**config.mk**
```make
export PLATFORM = sky130hd
export DESIGN_NAME = dts_frame_gen_flat
export DESIGN_NICKNAME = d
export VERILOG_FILES = /design/src/rtl/dts_frame_gen_if.sv /design/src/rtl/dts_frame_gen.sv /design/src/flat_wrapper.sv
export SDC_FILE = /design/constraint.sdc
export NUM_CORES = 1
export LEC_CHECK = 0
export ABC_AREA = 0
export CAP_MARGIN = 0
export CORE_MARGIN = 4
export CORE_UTILIZATION = 46
export DETAILED_ROUTE_END_ITERATION = 10
export GPL_TIMING_DRIVEN = 0
export PLACE_DENSITY = 0.76
export REMOVE_ABC_BUFFERS = 1
export SYNTH_ARGS = -nofsm -noshare
export SYNTH_HDL_FRONTEND = slang
export SYNTH_SLANG_ARGS = --single-unit
```
**constraint.sdc**
```tcl
create_clock -name i_clk -period 4.17 [get_ports i_clk]
set_input_delay 0.6255 -clock i_clk [delete_from_list [all_inputs] [get_ports i_clk]]
set_output_delay 0.6255 -clock i_clk [all_outputs]
set_load 0.02 [all_outputs]
```
**src/rtl/dts_frame_gen_if.sv**
```systemverilog
// Frame-generator bundle: lane control inputs plus the frame payload and sideband flags.
// The master drives the controls and the slave (the generator) drives the frame.
interface dts_frame_gen_if #(
    parameter int OUTPUT_DWIDTH = 128
) ();
    logic                     en;
    logic                     resync;
    logic                     pattern_sel;
    logic [7:0]               fill;
    logic [OUTPUT_DWIDTH-1:0] dout;
    logic                     dout_valid;
    logic                     dout_one_sec;
    logic                     dout_ten_sec;
    logic                     dout_index;
    logic                     dout_sync;
    logic                     dout_locked;

    modport master (
        output en, resync, pattern_sel, fill,
        input  dout, dout_valid, dout_one_sec, dout_ten_sec, dout_index, dout_sync, dout_locked
    );

    modport slave (
        input  en, resync, pattern_sel, fill,
        output dout, dout_valid, dout_one_sec, dout_ten_sec, dout_index, dout_sync, dout_locked
    );
endinterface

```
**src/rtl/dts_frame_gen.sv**
```systemverilog
// DTS test-pattern transmitter: one registered frame per enabled cycle, carrying the
// epoch/index/sync/locked sideband flags the deframer would normally produce.
module dts_frame_gen #(
    parameter int OUTPUT_DWIDTH  = 128,
    parameter int FRAMES_PER_SEC = 10000,
    parameter int INDEX_PERIOD   = 16,
    parameter int LOCK_FRAMES    = 64
) (
    input  logic             i_clk,
    input  logic             i_rst,
    dts_frame_gen_if.slave   bus
);
    localparam int NBYTES = OUTPUT_DWIDTH / 8;
    localparam int FC_W   = $clog2(FRAMES_PER_SEC);
    localparam int IDX_W  = (INDEX_PERIOD > 1) ? $clog2(INDEX_PERIOD) : 1;
    localparam int LK_W   = $clog2(LOCK_FRAMES + 1);
    localparam logic [7:0]       BASE_STEP = 8'(NBYTES);
    localparam logic [FC_W-1:0]  FC_LAST   = FC_W'(FRAMES_PER_SEC - 1);
    localparam logic [IDX_W-1:0] IDX_LAST  = IDX_W'(INDEX_PERIOD - 1);
    localparam logic [LK_W-1:0]  LK_FULL   = LK_W'(LOCK_FRAMES);

    // Byte lane b of the ramp carries base + b, wrapping at 256.
    function automatic logic [OUTPUT_DWIDTH-1:0] ramp_payload(input logic [7:0] base);
        logic [OUTPUT_DWIDTH-1:0] v;
        v = '0;
        for (int b = 0; b < NBYTES; b++) begin
            v[8*b +: 8] = base + 8'(b);
        end
        return v;
    endfunction

    logic [FC_W-1:0]          r_frame_cnt;
    logic [3:0]               r_sec_cnt;
    logic [IDX_W-1:0]         r_idx_cnt;
    logic [7:0]               r_base;
    logic [LK_W-1:0]          r_lock_cnt;
    logic                     r_sync_pend;
    logic                     r_resync_pend;

    logic [OUTPUT_DWIDTH-1:0] r_dout;
    logic                     r_valid;
    logic                     r_one_sec;
    logic                     r_ten_sec;
    logic                     r_index;
    logic                     r_sync;
    logic                     r_locked;

    logic                     w_restart;
    logic [FC_W-1:0]          w_frame_cur;
    logic [3:0]               w_sec_cur;
    logic [IDX_W-1:0]         w_idx_cur;
    logic [7:0]               w_base_cur;
    logic                     w_sync_cur;
    logic [FC_W-1:0]          w_frame_nxt;
    logic [3:0]               w_sec_nxt;
    logic [IDX_W-1:0]         w_idx_nxt;
    logic [LK_W-1:0]          w_lock_nxt;
    logic [OUTPUT_DWIDTH-1:0] w_payload;

    // Effective counter values for this frame: a pending or same-cycle resync emits as if all were zero.
    always_comb begin
        w_restart = bus.resync | r_resync_pend;
        if (w_restart) begin
            w_frame_cur = '0;
            w_sec_cur   = 4'd0;
            w_idx_cur   = '0;
            w_base_cur  = 8'd0;
        end else begin
            w_frame_cur = r_frame_cnt;
            w_sec_cur   = r_sec_cnt;
            w_idx_cur   = r_idx_cnt;
            w_base_cur  = r_base;
        end
        w_sync_cur = r_sync_pend | w_restart;
    end

    // Successor counter values, applied only when a frame is emitted.
    always_comb begin
        w_frame_nxt = '0;
        w_sec_nxt   = w_sec_cur;
        if (w_frame_cur == FC_LAST) begin
            w_frame_nxt = '0;
            if (w_sec_cur == 4'd9) begin
                w_sec_nxt = 4'd0;
            end else begin
                w_sec_nxt = w_sec_cur + 4'd1;
            end
        end else begin
            w_frame_nxt = w_frame_cur + FC_W'(1);
            w_sec_nxt   = w_sec_cur;
        end

        if (w_idx_cur == IDX_LAST) begin
            w_idx_nxt = '0;
        end else begin
            w_idx_nxt = w_idx_cur + IDX_W'(1);
        end

        if (r_lock_cnt == LK_FULL) begin
            w_lock_nxt = r_lock_cnt;
        end else begin
            w_lock_nxt = r_lock_cnt + LK_W'(1);
        end
    end

    // Payload selection; the ramp base advances in both modes so ramp resumes in phase.
    always_comb begin
        w_payload = '0;
        case (bus.pattern_sel)
            1'b0:    w_payload = ramp_payload(w_base_cur);
            1'b1:    w_payload = {NBYTES{bus.fill}};
            default: w_payload = ramp_payload(w_base_cur);
        endcase
    end

    // Frame state, counters and registered outputs.
    always_ff @(posedge i_clk) begin
        if (i_rst) begin
            r_frame_cnt   <= '0;
            r_sec_cnt     <= 4'd0;
            r_idx_cnt     <= '0;
            r_base        <= 8'd0;
            r_lock_cnt    <= '0;
            r_sync_pend   <= 1'b1;
            r_resync_pend <= 1'b0;
            r_dout        <= '0;
            r_valid       <= 1'b0;
            r_one_sec     <= 1'b0;
            r_ten_sec     <= 1'b0;
            r_index       <= 1'b0;
            r_sync        <= 1'b0;
            r_locked      <= 1'b0;
        end else if (bus.en) begin
            r_dout        <= w_payload;
            r_valid       <= 1'b1;
            r_one_sec     <= (w_frame_cur == '0);
            r_ten_sec     <= (w_frame_cur == '0) && (w_sec_cur == 4'd0);
            r_index       <= (w_idx_cur == '0);
            r_sync        <= w_sync_cur;
            r_locked      <= (w_lock_nxt == LK_FULL);
            r_frame_cnt   <= w_frame_nxt;
            r_sec_cnt     <= w_sec_nxt;
            r_idx_cnt     <= w_idx_nxt;
            r_base        <= w_base_cur + BASE_STEP;
            r_lock_cnt    <= w_lock_nxt;
            r_sync_pend   <= 1'b0;
            r_resync_pend <= 1'b0;
        end else begin
            r_valid       <= 1'b0;
            r_one_sec     <= 1'b0;
            r_ten_sec     <= 1'b0;
            r_index       <= 1'b0;
            r_sync        <= 1'b0;
            if (bus.resync) begin
                r_resync_pend <= 1'b1;
            end
        end
    end

    assign bus.dout         = r_dout;
    assign bus.dout_valid   = r_valid;
    assign bus.dout_one_sec = r_one_sec;
    assign bus.dout_ten_sec = r_ten_sec;
    assign bus.dout_index   = r_index;
    assign bus.dout_sync    = r_sync;
    assign bus.dout_locked  = r_locked;
endmodule

```
**src/flat_wrapper.sv**
```systemverilog
// flat-port wrapper written by rule: the top's interface ports become plain ports
module dts_frame_gen_flat 
#(
    parameter int OUTPUT_DWIDTH  = 128,
    parameter int FRAMES_PER_SEC = 10000,
    parameter int INDEX_PERIOD   = 16,
    parameter int LOCK_FRAMES    = 64
)
  (i_clk, i_rst, bus_en, bus_resync, bus_pattern_sel, bus_fill, bus_dout, bus_dout_valid, bus_dout_one_sec, bus_dout_ten_sec, bus_dout_index, bus_dout_sync, bus_dout_locked);
  dts_frame_gen_if #(.OUTPUT_DWIDTH(OUTPUT_DWIDTH)) bus_i ();
  input  logic i_clk;
  input  logic i_rst;
  input wire logic [$bits(bus_i.en)-1:0] bus_en;
  input wire logic [$bits(bus_i.resync)-1:0] bus_resync;
  input wire logic [$bits(bus_i.pattern_sel)-1:0] bus_pattern_sel;
  input wire logic [$bits(bus_i.fill)-1:0] bus_fill;
  output wire logic [$bits(bus_i.dout)-1:0] bus_dout;
  output wire logic [$bits(bus_i.dout_valid)-1:0] bus_dout_valid;
  output wire logic [$bits(bus_i.dout_one_sec)-1:0] bus_dout_one_sec;
  output wire logic [$bits(bus_i.dout_ten_sec)-1:0] bus_dout_ten_sec;
  output wire logic [$bits(bus_i.dout_index)-1:0] bus_dout_index;
  output wire logic [$bits(bus_i.dout_sync)-1:0] bus_dout_sync;
  output wire logic [$bits(bus_i.dout_locked)-1:0] bus_dout_locked;
  assign bus_i.en = bus_en;
  assign bus_i.resync = bus_resync;
  assign bus_i.pattern_sel = bus_pattern_sel;
  assign bus_i.fill = bus_fill;
  assign bus_dout = bus_i.dout;
  assign bus_dout_valid = bus_i.dout_valid;
  assign bus_dout_one_sec = bus_i.dout_one_sec;
  assign bus_dout_ten_sec = bus_i.dout_ten_sec;
  assign bus_dout_index = bus_i.dout_index;
  assign bus_dout_sync = bus_i.dout_sync;
  assign bus_dout_locked = bus_i.dout_locked;
  dts_frame_gen #(.OUTPUT_DWIDTH(OUTPUT_DWIDTH), .FRAMES_PER_SEC(FRAMES_PER_SEC), .INDEX_PERIOD(INDEX_PERIOD), .LOCK_FRAMES(LOCK_FRAMES)) u_core (.i_clk(i_clk), .i_rst(i_rst), .bus(bus_i));
endmodule
```
Word-level counts from Yosys, hierarchy flattened. Index checks and enable logic that the tools add are counted. W data, S select, Z words.

Flip-flop bits (word level): 173. Latch bits: 0. Memory bits (writable): 0. Bits in read-only memories: 0. Output and inout bits: 134. Logic and storage cells: 60. Memories kept: 0.

Add/subtract/negate cells: 20. $mul: 0. Divide/modulo/power cells: 0. Order comparisons: 0. Eq/ne operators: 5. Shift-type cells: 0. Multiplexer cells: 11. Bitwise logic cells: 4. Reductions and logical operators: 6.

Operators with widths (number): $pmux W128 S2 (1); $add A8 B4 Y8 const B (8); $add A8 B3 Y8 const B (4); $mux W14 (2); $mux W4 (5); $add A8 B2 Y8 const B (2); $add A14 B1 Y14 const B (1); $eq A14 B14 Y1 const B (1); $eq A7 B7 Y1 const B (2); $logic_not A14 Y1 (1); $add A4 B1 Y4 const B (2); $add A8 B1 Y8 const B (1); $add A8 B5 Y8 const B (1); $eq A4 B4 Y1 const B (2); $logic_not A4 Y1 (2); $mux W8 (1); $add A7 B1 Y7 const B (1); $mux W7 (1); $reduce_or A2 Y1 (2); $not A1 Y1 (2); $or A1 B1 Y1 (2); $logic_and A1 B1 Y1 (1); $mux W1 (1).

Logic depth before layout (Yosys ltp). Gate-level depths: netlist of run 1.

Depth in word-level cells: 5. Gate-level depth with buffers: 12. Mapped depth without buffers: 9.

Least setup slack after synthesis of run 1. OpenSTA, ideal clock, no wires.

Path type: in2reg. Start: in bus_resync. End: reg u_core.r_sec_cnt[1]. Setup time: 59 ps. Arrival time: 3033 ps. Data required time: 4111 ps. Slack: 1078 ps. Stages: 11. Path buffers: 3. Path through: buf_1 nor2_2 buf_6 clkbuf_1 and2_1 ha_1 nand3_1 nor4_4 nand3_2 or4_1 nand2_1.

Word-level cells in the longest chain between the ends: 5.

Ends and longest elaborated chain: start, declared (RTL line flat_wrapper.sv:14) `input wire logic [$bits(bus_i.resync)-1:0] bus_resync;`; $or A1 B1 Y1 * (RTL line dts_frame_gen.sv:62) `w_restart = bus.resync | r_resync_pend;`; $mux W4 (RTL line dts_frame_gen.sv:63) `if (w_restart) begin`; $add A4 B1 Y4 / $eq A4 B4 Y1 (equally long branches) (RTL line dts_frame_gen.sv:86, dts_frame_gen.sv:83); $mux W4 (RTL line dts_frame_gen.sv:83) `if (w_sec_cur == 4'd9) begin`; $mux W4 * (RTL line dts_frame_gen.sv:81) `if (w_frame_cur == FC_LAST) begin`; end signal, assigned (RTL line dts_frame_gen.sv:142) `r_sec_cnt <= w_sec_nxt;`; end, declared (RTL line dts_frame_gen.sv:33) `logic [3:0] r_sec_cnt;`.

Every way passes the cells marked *; elsewhere a longest branch is shown, timed or not. A chain may end at the register's enable or synchronous reset.

Worst setup path after layout of run 1.
Start: in bus_resync. End: reg u_core.r_dout[126], in the netlist u_core.bus.dout[126].

Word-level cells in the longest chain between the ends: 4.

Ends and longest elaborated chain: $or A1 B1 Y1 (RTL line dts_frame_gen.sv:62); $mux W8 (RTL line dts_frame_gen.sv:63); $add A8 B4 Y8 (RTL line dts_frame_gen.sv:27) `v[8*b +: 8] = base + 8'(b);`; $pmux W128 S2 (RTL line dts_frame_gen.sv:109) `case (bus.pattern_sel)`; end signal, assigned (RTL line dts_frame_gen.sv:134) `r_dout <= w_payload;`; end, declared (RTL line dts_frame_gen.sv:40) `logic [OUTPUT_DWIDTH-1:0] r_dout;`.

No other way between the ends.

==> results.md, run 1 <==
* Clk sinks at ~140
* Area of the mapped netlist at around 7100 sq um
* Die H at ~130 microns
* # DRC at 0
* Core footprint at ~15000 sq um
* First-pass DRT Iterations at 5
* Post-CTS setup buffer count at 0
* Total power after layout at around 0.0035 W
* Remaining global-route overflow at 0
* Critical Path RT at about 4500 ps
* Status: finished clean
* Bufs on Longest Clock Path at 2
* Async set or reset register ratio after synthesis at 0%
* All-Layer GR Usage at 22.53%
* Largest net degree at the start of global routing at 79
* WL per Instance at 17.32 microns
* Min cycle time layout at between 3000 and 4000 ps
* Power Density at about 400 nW/um^2
* Worst-Skew Late Latency at between 400 and 500 ps
* Share of cells above drive strength 1 at under 10%
* Crit. End Element: flip-flop
* Library cells used by synthesis at between 60 and 70
* First-pass GRT wire length at ~32 mm
* Yosys reg bits at 139
* Syn avg cell area at slightly below 8 sq um
* Worst-path fanout max at 18
* Mapped Cells at roughly 900
* Max cap viols at 0
* H-tree levels at 4
* Vias in the first global route at 6235
* Crit Path Class: in2reg
* Final #Nets at between 900 and 1000
* Main area contributors after synthesis: dfxtp_1 39%, nand2_1 6.0%, o21ai_0 5.2%, xnor2_1 5.1%, a21oi_1 4.9%
* # port buffers at roughly 150
* Die area at 17440 sq um
* # rows at 45
* Placed cell area at slightly above 8000 sq um
* Maximum VDD drop at approximately 270 uV
* CTS Hold Bufs at 0
* Cell taking the most area after synthesis: dfxtp_1
* Root Buffer: clkbuf_16
* Unrepaired setup endpoints after global routing: false
* EDFF count, synth at 0
* CTS tree: done
* Fill count at approximately 1300
* Tightest Pin Transition at about 1200 ps
* Yosys warns at 0
* Fin. max-slew vios at 0
* Static leakage at roughly 3.3 nW
* Max-slew headroom at 16.05%
* Die Wd at about 130 microns
* Element type at the critical path start: primary input
* Top cell type's share of synthesized area at 39.31%
* DR vias/cell at around 5.7
* Ports at 147
* Most frequent cell after synthesis: dfxtp_1
* Routed via count at roughly 6600
* Hold Vio Cnt, Final at 0
* # diodes at 0
* Post-route ant nets at 0
* Initial Utilization at between 40% and 50%
* Top FF cell, synth: dfxtp_1
* # setup viols final at 0
* Achievable Freq at ~270 MHz
* Layout area overhead at 25.91%
* Post-synth top cells: 139 x dfxtp_1, 114 x nand2_1, 88 x nor2_1
* Initial antenna violation count at 0
* Final core occ at about three fifths
* CP arrival at 4040 ps
* Clock transition at path regs at ~60 ps
* Placed wire-length estimate at between 10 and 15 mm
* Crit share post-route at between 80% and 90%
* Cell area after layout at between 8000 and 9000 sq um
* Routability cong. at 0.8608
* Total wire length at 20.09 mm
* CTS Buf Count at 17
* Iteration-0 DRC Markers at roughly 670
* Seq/Total Area, Yosys at roughly two fifths
* Skew final at between 8 and 9 ps
* Hold/Removal Path Class: reg2reg
==> kinds of logic (layout without fill, tap and decap cells) <==
family | Yosys count | after routing | share of synthesized area [%]
DFF | 139 | 139 | 39.31
AOI/OAI and AO/OA | 233 | 233 | 20.13
muxes | 10 | 10 | 1.414
xor gates and xnor gates | 53 | 53 | 6.557
and+or+nand+nor | 329 | 330 | 22.20
buffers and inverters | 122 | 197 | 8.625
adders and majority gates | 10 | 10 | 1.767
==> final timing paths <==
path / start / endpoint / slack (ps) / cells after the start
worst min-delay path: u_core.bus.dout[102] / u_core.bus.dout[102] / 440 / 2
worst max register to register: u_core.r_resync_pend / u_core.bus.dout[126] / 980 / 9
worst min register to register: u_core.bus.dout[102] / u_core.bus.dout[102] / 440 / 2
worst max-delay path: bus_resync / u_core.bus.dout[126] / 450 / 10
==> what timing repair did <==
action                                 in CTS  in global routing
gates resized for setup                     1                  0
endpoints found under the hold margin       0                  0
cloned                                      0                  1
pin swaps                                   0                  1
setup endpoints to repair                  22                  1
==> flip-flops by register name (all words and copies together) (netlist names), 4 cells and up <==
name / flops
u_core.bus.dout: 94
u_core.r_frame_cnt: 14
u_core.r_base: 8
u_core.r_lock_cnt: 7
u_core.r_idx_cnt: 4
u_core.r_sec_cnt: 4
==> metal layers <==
metal	share of wire (%)	track usage, %	vias up
met4	2.3	8.576	0
met5	0	0	-
met2	47	36.40	251
met3	6.7	5.153	38
li1	-	-	3224
met1	44	29.41	3094
==> final cells by class <==
type                            instances  area, sq um  area share, %
Inverter                               17        63.81         0.7159
Sequential cell                       139         2783          31.22
Tap cell                              188        235.2          2.639
Timing Repair Buffer                  148         1489          16.70
Clock inverter                          5        102.6          1.151
Clock buffer                           27        533.0          5.980
Multi-Input combinational cell        636         3707          41.59
==> per-stage QoR <==
step	worst slack [ps]	hold slack (ps)	TNS (ps)	std cells
detailed placement	-772.8	432.5	-20070	1127
CTS	239.5	441.9	0	1159
global placement	-3047	435.0	-215670	1125
global route	270.1	465.4	0	1160
floorplan	1086	430.6	0	791
finish	448.5	439.9	0	1160
==> placed cells by master, fill, tap and decap left out, types with 16 or more instances in the layout <==
cell	Yosys	layout
clkdlybuf4s50_1	0	143
dfxtp_1	139	139
nand2_1	114	114
nor2_1	88	86
o21ai_0	73	73
a21oi_1	70	70
xnor2_1	41	41
nor3_1	30	30
nand3_1	19	19
clkbuf_16	0	17
inv_1	16	16
==> where the power goes <==
part | switching, W | internal, W
logic | 0.000275 | 0.000201
registers | 0.0000489 | 0.00139
clock network | 0.000563 | 0.00105
total | 0.000887 | 0.00264
==> worst max-delay path, cell delays in order <==
cell and delay [ps]:
clkdlybuf4s50_1 730, nor2_4 590, nand2_1 360, inv_2 290
ha_1 380, o21ai_0 200, xnor2_1 180, a31oi_1 350
mux2i_1 150, a21o_1 170
(Power assumes the default switching activity.)
==> run 2, diff against run 1 <==
- HOLD_SLACK_MARGIN: unset -> 0.1
- SLEW_MARGIN: unset -> 20
==> results.md, run 2 (synthesis gave the netlist of run 1 again) <==
* Remaining global-route overflow at 0 (unchanged)
* Fin. max-slew vios at 0 (unchanged)
* # setup viols final at 0 (unchanged)
* Final worst slack at 458.6 ps (+10.02 ps)
* Max-slew headroom at 32.89% (+17 points)
* Hold path startpoint: u_core.bus.dout[102]
* Routability cong. at 0.8608 (unchanged)
* Cts repair resizes at 0 (-1)
* FF-to-FF setup slack at 1000 ps (+20 ps)
* Min cycle time layout at 3711 ps (-10.02 ps)
* Power Density at 392.5 nW/um^2 (-0.91%)
* H-tree levels at 4 (unchanged)
* Die Wd at 132.1 microns (unchanged)
* Most frequent cells in the layout: 143 x clkdlybuf4s50_1, 139 x dfxtp_1, 114 x nand2_1
* Fill count at 1359 (+0.89%)
* Total wire length at 20.07 mm (about the same)
* Core footprint at 15150 sq um (unchanged)
* Worst-Skew Late Latency at 430 ps (about the same)
* Initial Utilization at 46.74% (unchanged)
* Crit. End Element: flip-flop
* Hold Vio Cnt, Final at 0 (unchanged)
* Critical Path RT at 4490 ps (about the same)
* Worst-path fanout max at 18 (unchanged)
* Unrepaired setup endpoints after global routing: false
* Routed via count at 6651 (+0.67%)
* Bufs on Longest Clock Path at 2 (unchanged)
* # diodes at 0 (unchanged)
* # DRC at 0 (unchanged)
* Placed cell area at 8328 sq um (+0.77%)
* Post-CTS setup buffer count at 0 (unchanged)
* # rows at 45 (unchanged)
* Largest net degree at the start of global routing at 59 (-25%)
* Ports at 147 (unchanged)
* First-pass DRT Iterations at 6 (+1)
* Critical Path Start: bus_resync
* Crit share post-route at 89.00% (-0.24 points)
* Placed insts at 1129 (+0.18%)
* DR vias/cell at 5.729 (+0.58%)
* Reg2reg start: u_core.r_resync_pend
* Final core occ at 59.16% (+0.31 points)
* Clock transition at path regs at 50 ps (about the same)
* Die H at 132.1 microns (unchanged)
* Skew final at 10.00 ps (+1.517 ps)
* Final #Nets at 984 (+0.20%)
* Clk sinks at 139 (unchanged)
* WL per Instance at 17.29 microns (-0.18%)
* Achievable Freq at 269.4 MHz (+0.27%)
* Die area at 17440 sq um (unchanged)
* Layout area overhead at 26.56%
* Iteration-0 DRC Markers at 760 (+14%)
* Non-Filler Instances at 1161 (+0.086%)
* CTS Buf Count at 17 (unchanged)
* Initial antenna violation count at 0 (unchanged)
* Element type at the critical path start: primary input
* Root Buffer: clkbuf_16
* CP arrival at 4040 ps (about the same)
* Hold/Removal Path Class: reg2reg
* Maximum VDD drop at 277.8 uV (+1.6%)
* Vias in the first global route at 6224 (-0.18%)
* All-Layer GR Usage at 22.57% (+0.044 points)
* CP max-delay cell: clkdlybuf4s50_1
* Share of cells above drive strength 1 at 6.064% (+0.20 points)
* Tightest Pin Transition at 1006 ps (-236.3 ps)
* CTS Hold Bufs at 0 (unchanged)
* Cell area after layout at 8960 sq um (+0.52%)
* Pre-CTS WS at -187.6 ps (+585.2 ps)
* Max reg flops at 94 (unchanged)
* Placed wire-length estimate at 13.28 mm (+1.5%)
* Post-route ant nets at 0 (unchanged)
* Status: finished clean
* Worst-path cell chain: clkdlybuf4s50_1, nor2_4, nand2_1, inv_2, ha_1, o21ai_0, xnor2_1, a31oi_1, mux2i_1, a21o_1
* Delay of the slowest critical-path stage at 740 ps (about the same)
* Commonest non-fill, non-tap cell in the layout: clkdlybuf4s50_1
* Crit Path Class: in2reg
* CTS tree: done
* Static leakage at 3.346 nW (+0.42%)
* First-pass GRT wire length at 32.31 mm (+0.28%)
* # port buffers at 146 (unchanged)
* Setup TNS at 0 ps (unchanged)
* Max cap viols at 0 (unchanged)
==> run 2: changes by cell type in the layout (fill, tap and decap cells not counted) <==
cell / delta
nor4b_1: -1
nor4bb_2: +1
clkbuf_8: -4
clkinv_2: +1
buf_2: -1
buf_4: +1
buf_16: +1
clkbuf_1: +1
nor4bb_1: -1
bufinv_16: +1
buf_12: +1
nor4b_2: +1
==> run 2: path summary, 6_finish.rpt <==
| kind | cells after the start | end |
|---|---|---|
| setup / recovery | 10 | u_core.bus.dout[126] |
| hold / removal | 2 | u_core.bus.dout[102] |
| setup reg to reg | 9 | u_core.bus.dout[126] |
| hold reg to reg | 2 | u_core.bus.dout[102] |
==> run 2: final cells by class <==
type	instances	area, sq um	area share, %
clock inverter	7	137.6	1.536
multi-input combinational	636	3720	41.52
tap	188	235.2	2.625
inverter	17	63.81	0.7122
timing repair buffer	150	1539	17.18
clock buffer	24	481.7	5.376
sequential	139	2783	31.06
==> run 2: metrics by stage <==
stage / hold slack (ps) / total power, W
after global placement: 435.0 / 0.001935
after CTS: 442.1 / 0.003532
after floorplan: 430.6 / 0.001689
after global routing: 464.6 / 0.003635
after detailed placement: 433.0 / 0.001945
final: 444.6 / 0.003517
==> run 2: worst max-delay path, delay by kind of cell <==
kind,cells,cell delay (ps)
and+or+nand+nor,2,970
adders and majority gates,1,380
muxes,1,120
buffers and inverters,2,1020
AOI/OAI and AO/OA,3,730
xor gates and xnor gates,1,180
==> run 2: report_power, final <==
group          internal (W)  total [W]  switching [W]
clock               0.00104    0.00160       0.000553
combinational      0.000205   0.000481       0.000276
sequential          0.00139    0.00144      0.0000497
total               0.00264    0.00352       0.000878
==> run 2: layer usage <==
metal  up-vias  part of all wire, %  GRT usage, %
li1       3243                    -             -
met1      3120                   44         29.62
met2       256                   46         35.95
met3        32                  7.1         5.916
met4         0                  2.2         8.168
met5         -                    0             0
